<file path="src/rtl/hw_decoder_seq.sv">
// Registered SEL_W:OUT_W decoder with one-hot, thermometer, active-low one-hot and
// walking-one scan modes behind a valid/ready request handshake.
module hw_decoder_seq #(
    parameter int unsigned SEL_W = 3,
    parameter int unsigned OUT_W = 2 ** SEL_W
) (
    input  logic             clk,
    input  logic             rst_n,
    input  logic             EN,
    input  logic [1:0]       mode,
    input  logic [SEL_W-1:0] s,
    input  logic             in_valid,
    output logic             in_ready,
    output logic [OUT_W-1:0] q,
    output logic             q_valid,
    output logic             scan_wrap,
    output logic             sel_err
);

    localparam logic [1:0] ModeOnehot  = 2'b00;
    localparam logic [1:0] ModeTherm   = 2'b01;
    localparam logic [1:0] ModeScan    = 2'b10;
    localparam logic [1:0] ModeOnehotN = 2'b11;

    localparam logic [SEL_W:0]   OutWide = (SEL_W + 1)'(OUT_W);
    localparam logic [SEL_W-1:0] LastIdx = SEL_W'(OUT_W - 1);

    typedef enum logic [1:0] {StIdle, StHold, StScan} state_e;

    state_e             state_q, state_d;
    logic [OUT_W-1:0]   q_q, q_d;
    logic               qv_q, qv_d;
    logic               wrap_q, wrap_d;
    logic               err_q, err_d;
    logic [SEL_W-1:0]   idx_q, idx_d;
    logic [SEL_W-1:0]   cnt_q, cnt_d;
    logic [SEL_W-1:0]   idx_nx;
    logic               accept;
    logic               out_of_range;

    function automatic logic [OUT_W-1:0] onehot(input logic [SEL_W-1:0] sel);
        logic [OUT_W-1:0] v;
        v = '0;
        for (int unsigned i = 0; i < OUT_W; i++) v[i] = (SEL_W'(i) == sel);
        return v;
    endfunction

    function automatic logic [OUT_W-1:0] therm(input logic [SEL_W-1:0] sel);
        logic [OUT_W-1:0] v;
        v = '0;
        for (int unsigned i = 0; i < OUT_W; i++) v[i] = (SEL_W'(i) <= sel);
        return v;
    endfunction

    // Reset is folded in so a requester never sees ready while the block is held in reset.
    assign in_ready     = rst_n & EN & (state_q != StScan);
    assign accept       = in_valid & in_ready;
    assign out_of_range = ({1'b0, s} >= OutWide);

    always_comb begin
        state_d = state_q;
        q_d     = q_q;
        qv_d    = qv_q;
        idx_d   = idx_q;
        cnt_d   = cnt_q;
        wrap_d  = 1'b0;
        err_d   = 1'b0;
        idx_nx  = (idx_q == LastIdx) ? '0 : idx_q + 1'b1;

        if (!EN) begin
            state_d = StIdle;
            q_d     = '0;
            qv_d    = 1'b0;
            idx_d   = '0;
            cnt_d   = '0;
        end else if (state_q == StScan) begin
            // cnt_q counts steps taken since the first pattern; OUT_W patterns in total.
            if (cnt_q == LastIdx) begin
                state_d = StIdle;
                q_d     = '0;
                qv_d    = 1'b0;
                idx_d   = '0;
                cnt_d   = '0;
            end else begin
                idx_d  = idx_nx;
                q_d    = onehot(idx_nx);
                cnt_d  = cnt_q + 1'b1;
                wrap_d = (idx_nx == '0);
            end
        end else if (accept) begin
            if (out_of_range) begin
                state_d = StIdle;
                q_d     = '0;
                qv_d    = 1'b0;
                err_d   = 1'b1;
            end else begin
                qv_d    = 1'b1;
                state_d = StHold;
                unique case (mode)
                    ModeOnehot:  q_d = onehot(s);
                    ModeTherm:   q_d = therm(s);
                    ModeOnehotN: q_d = ~onehot(s);
                    ModeScan: begin
                        q_d     = onehot(s);
                        idx_d   = s;
                        cnt_d   = '0;
                        state_d = StScan;
                    end
                endcase
            end
        end
    end

    always_ff @(posedge clk or negedge rst_n) begin
        if (!rst_n) begin
            state_q <= StIdle;
            q_q     <= '0;
            qv_q    <= 1'b0;
            wrap_q  <= 1'b0;
            err_q   <= 1'b0;
            idx_q   <= '0;
            cnt_q   <= '0;
        end else begin
            state_q <= state_d;
            q_q     <= q_d;
            qv_q    <= qv_d;
            wrap_q  <= wrap_d;
            err_q   <= err_d;
            idx_q   <= idx_d;
            cnt_q   <= cnt_d;
        end
    end

    assign q         = q_q;
    assign q_valid   = qv_q;
    assign scan_wrap = wrap_q;
    assign sel_err   = err_q;

endmodule
</file>
<file path="config.mk">
export PLATFORM = sky130hd
export DESIGN_NAME = hw_decoder_seq
export DESIGN_NICKNAME = d
export VERILOG_FILES = /design/src/rtl/hw_decoder_seq.sv
export SDC_FILE = /design/constraint.sdc
export NUM_CORES = 1
export LEC_CHECK = 0
export CORE_UTILIZATION = 24
export CTS_CLUSTER_SIZE = 28
export DETAILED_ROUTE_END_ITERATION = 16
export GPL_ROUTABILITY_DRIVEN = 1
export GPL_TIMING_DRIVEN = 0
export PLACE_DENSITY_LB_ADDON = 0.15
export SLEW_MARGIN = 20
export SYNTH_ARGS = -nofsm -noshare
export SYNTH_HDL_FRONTEND = slang
export SYNTH_SLANG_ARGS = --single-unit
</file>
<file path="constraint.sdc">
create_clock -name clk -period 2.5 [get_ports clk]
set_clock_uncertainty 0.15 [all_clocks]
set_input_delay 0.5 -clock clk [delete_from_list [all_inputs] [get_ports clk]]
set_output_delay 0.5 -clock clk [all_outputs]
set_load 0.1 [all_outputs]
</file>
# ---- Yosys cells after proc, flatten, opt, wreduce, memory -nomap -nowiden
# Index checks and enable logic that the tools add are counted.
dict set report classes {
  addsub 2
  magnitude_cmp 8
  n_eq_ne 24
  n_mux 28
  bitwise 4
  n_reduce_logical 6
}
# cell count
set ops {}
lappend ops {{3-bit two-way mux} 11}
lappend ops {{8-bit two-way mux} 4}
lappend ops {{3-bit equality test (first input constant)} 8}
lappend ops {{8-bit case mux with 3 select lines} 1}
lappend ops {{2-bit by 3-bit equality test with 1-bit output (first input constant)} 4}
lappend ops {{3-bit <= comparator (first input constant)} 4}
lappend ops {{2-bit two-way mux} 5}
lappend ops {{8-bit inverter} 1}
lappend ops {{1-bit two-way mux} 7}
lappend ops {{3-bit by 1-bit adder with 3-bit output (second input constant)} 2}
lappend ops {{1-bit by 3-bit equality test with 1-bit output (first input constant)} 2}
lappend ops {{2-bit equality test (second input constant)} 3}
lappend ops {{3-bit equality test (second input constant)} 2}
lappend ops {{1-bit by 3-bit <= comparator with 1-bit output (first input constant)} 2}
lappend ops {{2-bit by 3-bit <= comparator with 1-bit output (first input constant)} 2}
lappend ops {{3-bit zero test} 2}
lappend ops {{3-bit by 1-bit inequality test with 1-bit output (second input constant)} 2}
lappend ops {{2-bit AND reduction} 2}
lappend ops {{1-bit AND} 3}
lappend ops {{3-bit by 2-bit inequality test with 1-bit output (second input constant)} 1}
lappend ops {{2-bit by 1-bit equality test with 1-bit output (second input constant)} 1}
lappend ops {{2-bit zero test} 1}
lappend ops {{2-bit inequality test (second input constant)} 1}
lappend ops {{2-bit OR reduction} 1}
dict set report word_totals {
  reg_bits 18
  in_bits 9
  out_inout_bits 12
  elab_cells 78
}

# ---- Longest topological paths before layout
dict set report depth {
  word_depth 6
  mapped_depth 7
  ltp_nobuf 6
}

# ---- Worst setup path before layout
# OpenSTA, ideal clock, no wires.
dict set report synth_timing {
  path_kind {in2out}
  startpoint {input port EN}
  endpoint {output port in_ready}
  t_arrival_ps 1409
  required_time_ps 1850
  setup_slack_ps 441
  cell_stages 2
  n_path_buf 1
  cell_sequence {buf_4 > and3_1}
}
dict set report synth_via {
  elab_chain_len 2
}
# element line
set synth_rtl {}
lappend synth_rtl {{start: declaration} 9} ;# input logic EN,
lappend synth_rtl {{1-bit AND (2 in a row)} 56} ;# assign in_ready = rst_n & EN & (state_q != StScan);
lappend synth_rtl {{end: declaration} 13} ;# output logic in_ready,
# No other way between the ends.

# ---- Worst setup path after layout
dict set report layout_timing {
  startpoint {register q_q[7], in the netlist q[7]}
  endpoint {output port q[7]}
}
# element line
set layout_rtl {}
lappend layout_rtl {{start: declaration} 31} ;# logic [OUT_W-1:0] q_q, q_d;
lappend layout_rtl {{start signal: assignment} 125} ;# q_q <= q_d;
lappend layout_rtl {{end: declaration} 14} ;# output logic [OUT_W-1:0] q,
# No word-level cell between the ends.

==> results.sh <==
export IMPL_grt_total_usage_pct=12.7
export IMPL_final_util_pct=31.5
export IMPL_p_leak_nw=0.637
export IMPL_place_congestion=0.743
export IMPL_fillers=509
export IMPL_peakVddDrop_uv=427
export IMPL_syn_area_per_cell_um2=9.37
export IMPL_p_seq_share_pct=37.0
export IMPL_hold_slack_ps=27.8
export IMPL_cpPeakStageDelay_ps=1140
export IMPL_drt_pass1_iter_count=4
export IMPL_cts_resized=7
export IMPL_num_rows=25
export IMPL_ys_flop_type="dfrtp_1"
export IMPL_yosysSeqAreaShare_pct=38.5
export IMPL_die_w_um=71.9
export IMPL_hold_viol_final=0
export IMPL_die_h_um=71.9
export IMPL_cts_tree="yes"
export IMPL_syn_inst=125
export IMPL_r2r_start="cnt_q[0]$_DFFE_PN0P_"
export IMPL_antenna_found_initial=0
export IMPL_maxCapViolCount=0
export IMPL_stdcell_area_um2=1490
export IMPL_status="complete, no violations"
export IMPL_p_int_w=0.000558
export IMPL_htreeDepth=1
export IMPL_cp_required_ps=1850
export IMPL_hp_class="in -> async"
export IMPL_drive_gt1_share_pct=15.0
export IMPL_path_buf_inv=1
export IMPL_crit_family="buffers and inverters"
export IMPL_cts_root_buf="clkbuf_8"
export IMPL_crit_type="reg -> out"
export IMPL_p_sw_w=0.000355
export IMPL_antenna_left=0
export IMPL_period_needed_ps=2410
export IMPL_yosysMostFrequentCell="dfrtp_1"
export IMPL_synth_common_cells="18 x dfrtp_1, 12 x nor2_1, 9 x a21oi_1"
export IMPL_share_comb_of_total_power_pct=36.6
export IMPL_fin_cells=214
export IMPL_vias=1029
export IMPL_slowest_stage="clkdlybuf4s50_1"
export IMPL_maxSlewViolCount=0
export IMPL_synth_edff_count=0
export IMPL_fin_nets=161
export IMPL_yosys_warnings=0
export IMPL_synth_async_sr_flop_share_pct=100
export IMPL_pwr_share_clk_pct=26.4
export IMPL_initial_core_util_pct=24.8
export IMPL_clkTransAtPathRegs_ps=70
export IMPL_cts_sinks=18
export IMPL_wl_um=2890
export IMPL_grt_max_degree=22
export IMPL_finalCritPeriodShare_pct=96.4
export IMPL_yosys_top_cells_area="dfrtp_1 38%, o22a_1 4.5%, ha_1 4.3%, a21oi_1 3.8%, nor2_1 3.8%"
export IMPL_reg2reg_depth=7
export IMPL_grt_pass1_wl_um=5030
export IMPL_core_area_um2=4720
export IMPL_dpl_cell_area_um2=1440
export IMPL_die_area_um2=5160
export IMPL_worstPathCellList="clkdlybuf4s50_1"
export IMPL_grt_pass1_vias=1030
export IMPL_ios=21
export IMPL_crit_cells=1
export IMPL_cp_end_kind="primary output"
export IMPL_cp_start_kind="flop"
export IMPL_setup_viol=0
export IMPL_crit_start="q[7]$_DFFE_PN0P_"
export IMPL_seq_area_um2=450
export IMPL_p_total_w=0.000913
export IMPL_synth_seq_cells=18
export IMPL_diodes=0
export IMPL_slew_limit_headroom_pct=34.9
export IMPL_cts_buffers=3
export IMPL_crit_arrival_ps=1760
export IMPL_overflow=0
export IMPL_dp_hpwl_um=2180
export IMPL_yosys_area_top_type_share_pct=38.5
export IMPL_multi_input_area_um2=659
export IMPL_ys_types=46
export IMPL_p_per_area_nw_per_um2=614
export IMPL_max_freq_ghz=0.415
export IMPL_hold_buffers=0
export IMPL_netlist_area_um2=1170
export IMPL_yosysTopAreaCell="dfrtp_1"
export IMPL_worst_pin_slew_ps=973
export IMPL_placedCellCount=210
export IMPL_clock_latency_ps=260
export IMPL_syn_nets=138
export IMPL_clock_path_buffers=2
export IMPL_drt_iter0_drc=45
export IMPL_area_growth_pct=26.9
export IMPL_drc=0
export IMPL_port_buffers=18
export IMPL_wl_per_cell_um=13.5
export IMPL_post_cts_buffers=0
export IMPL_rsz0062_at_grt="false"
export IMPL_crit_path_max_fanout=2
export IMPL_vias_per_cell=4.81
export IMPL_switching_share_pct=38.9
-- final timing paths --
check	slack (ps)	end
setup / recovery	90	q[7]
hold / removal	30	q_valid$_DFFE_PN0P_
setup reg to reg	530	q[3]$_DFFE_PN0P_
hold reg to reg	340	cnt_q[0]$_DFFE_PN0P_
max in group asynchronous	1860	q[3]$_DFFE_PN0P_
min in group clk	340	cnt_q[0]$_DFFE_PN0P_
-- metal layers --
layer | up-vias | wire length (um) | global-route usage (%)
met5 | - | 0 | 0
met4 | 0 | 34 | 3.27
met3 | 4 | 88 | 2.95
met2 | 18 | 1340 | 19.8
met1 | 499 | 1430 | 17.6
li1 | 508 | - | -
-- logic make-up (layout without fill, tap and decap cells) --
group,after synthesis,in the layout,share of synthesized area [%]
AOI/OAI and AO/OA,42,42,26.9
adders and majority gates,4,4,4.27
xor gates and xnor gates,1,1,0.748
and+or+nand+nor,46,46,22.3
other,1,1,0.320
DFF,18,18,38.5
buffers and inverters,11,33,5.24
muxes,2,2,1.71
-- layout make-up --
type,count,area share (%)
Buffer,9,3.62
Clock buffer,4,3.70
Inverter,2,0.505
Multi-Input combinational cell,96,44.4
Sequential cell,18,30.3
Tap cell,67,5.64
Timing Repair Buffer,18,11.9
-- cells in the final DEF, fill, tap and decap left out, types with 2 or more instances in the layout --
cell type / instances
nor2b_1: 4
buf_2: 5
inv_1: 2
nand2_1: 8
a21oi_1: 9
ha_1: 4
buf_4: 4
a22oi_1: 2
nand2b_1: 3
nor4_1: 2
o21ai_0: 7
and3_1: 2
o22a_1: 6
a31oi_1: 2
nand3_1: 4
nor2_1: 12
o41ai_2: 2
clkbuf_8: 4
a32o_1: 2
dfrtp_1: 18
mux2i_1: 2
clkdlybuf4s50_1: 16
-- state kept, by name, indices dropped and copies added, names as in the netlist --
| name | count |
|---|---|
| cnt_q | 3 |
| idx_q | 3 |
| scan_wrap | 1 |
| q_valid | 1 |
| q | 8 |
| state_q | 2 |
-- per-stage QoR --
step           worst slack (ps)  setup TNS (ps)
2_1_floorplan               441               0
5_1_grt                    31.5               0
3_3_place_gp              -1150           -4520
4_1_cts                    11.2               0
6_report                   89.8               0
3_5_place_dp              -1160           -5140
-- power groups by stage --
stage                     combinational (W)  sequential, W  clock [W]
after floorplan                    0.000137       0.000455          0
after global placement             0.000335       0.000343          0
after detailed placement           0.000337       0.000344          0
after CTS                          0.000338       0.000338   0.000253
after global routing               0.000360       0.000342   0.000265
final                              0.000334       0.000338   0.000241
No activity file was read; power rests on OpenSTA's default activity.
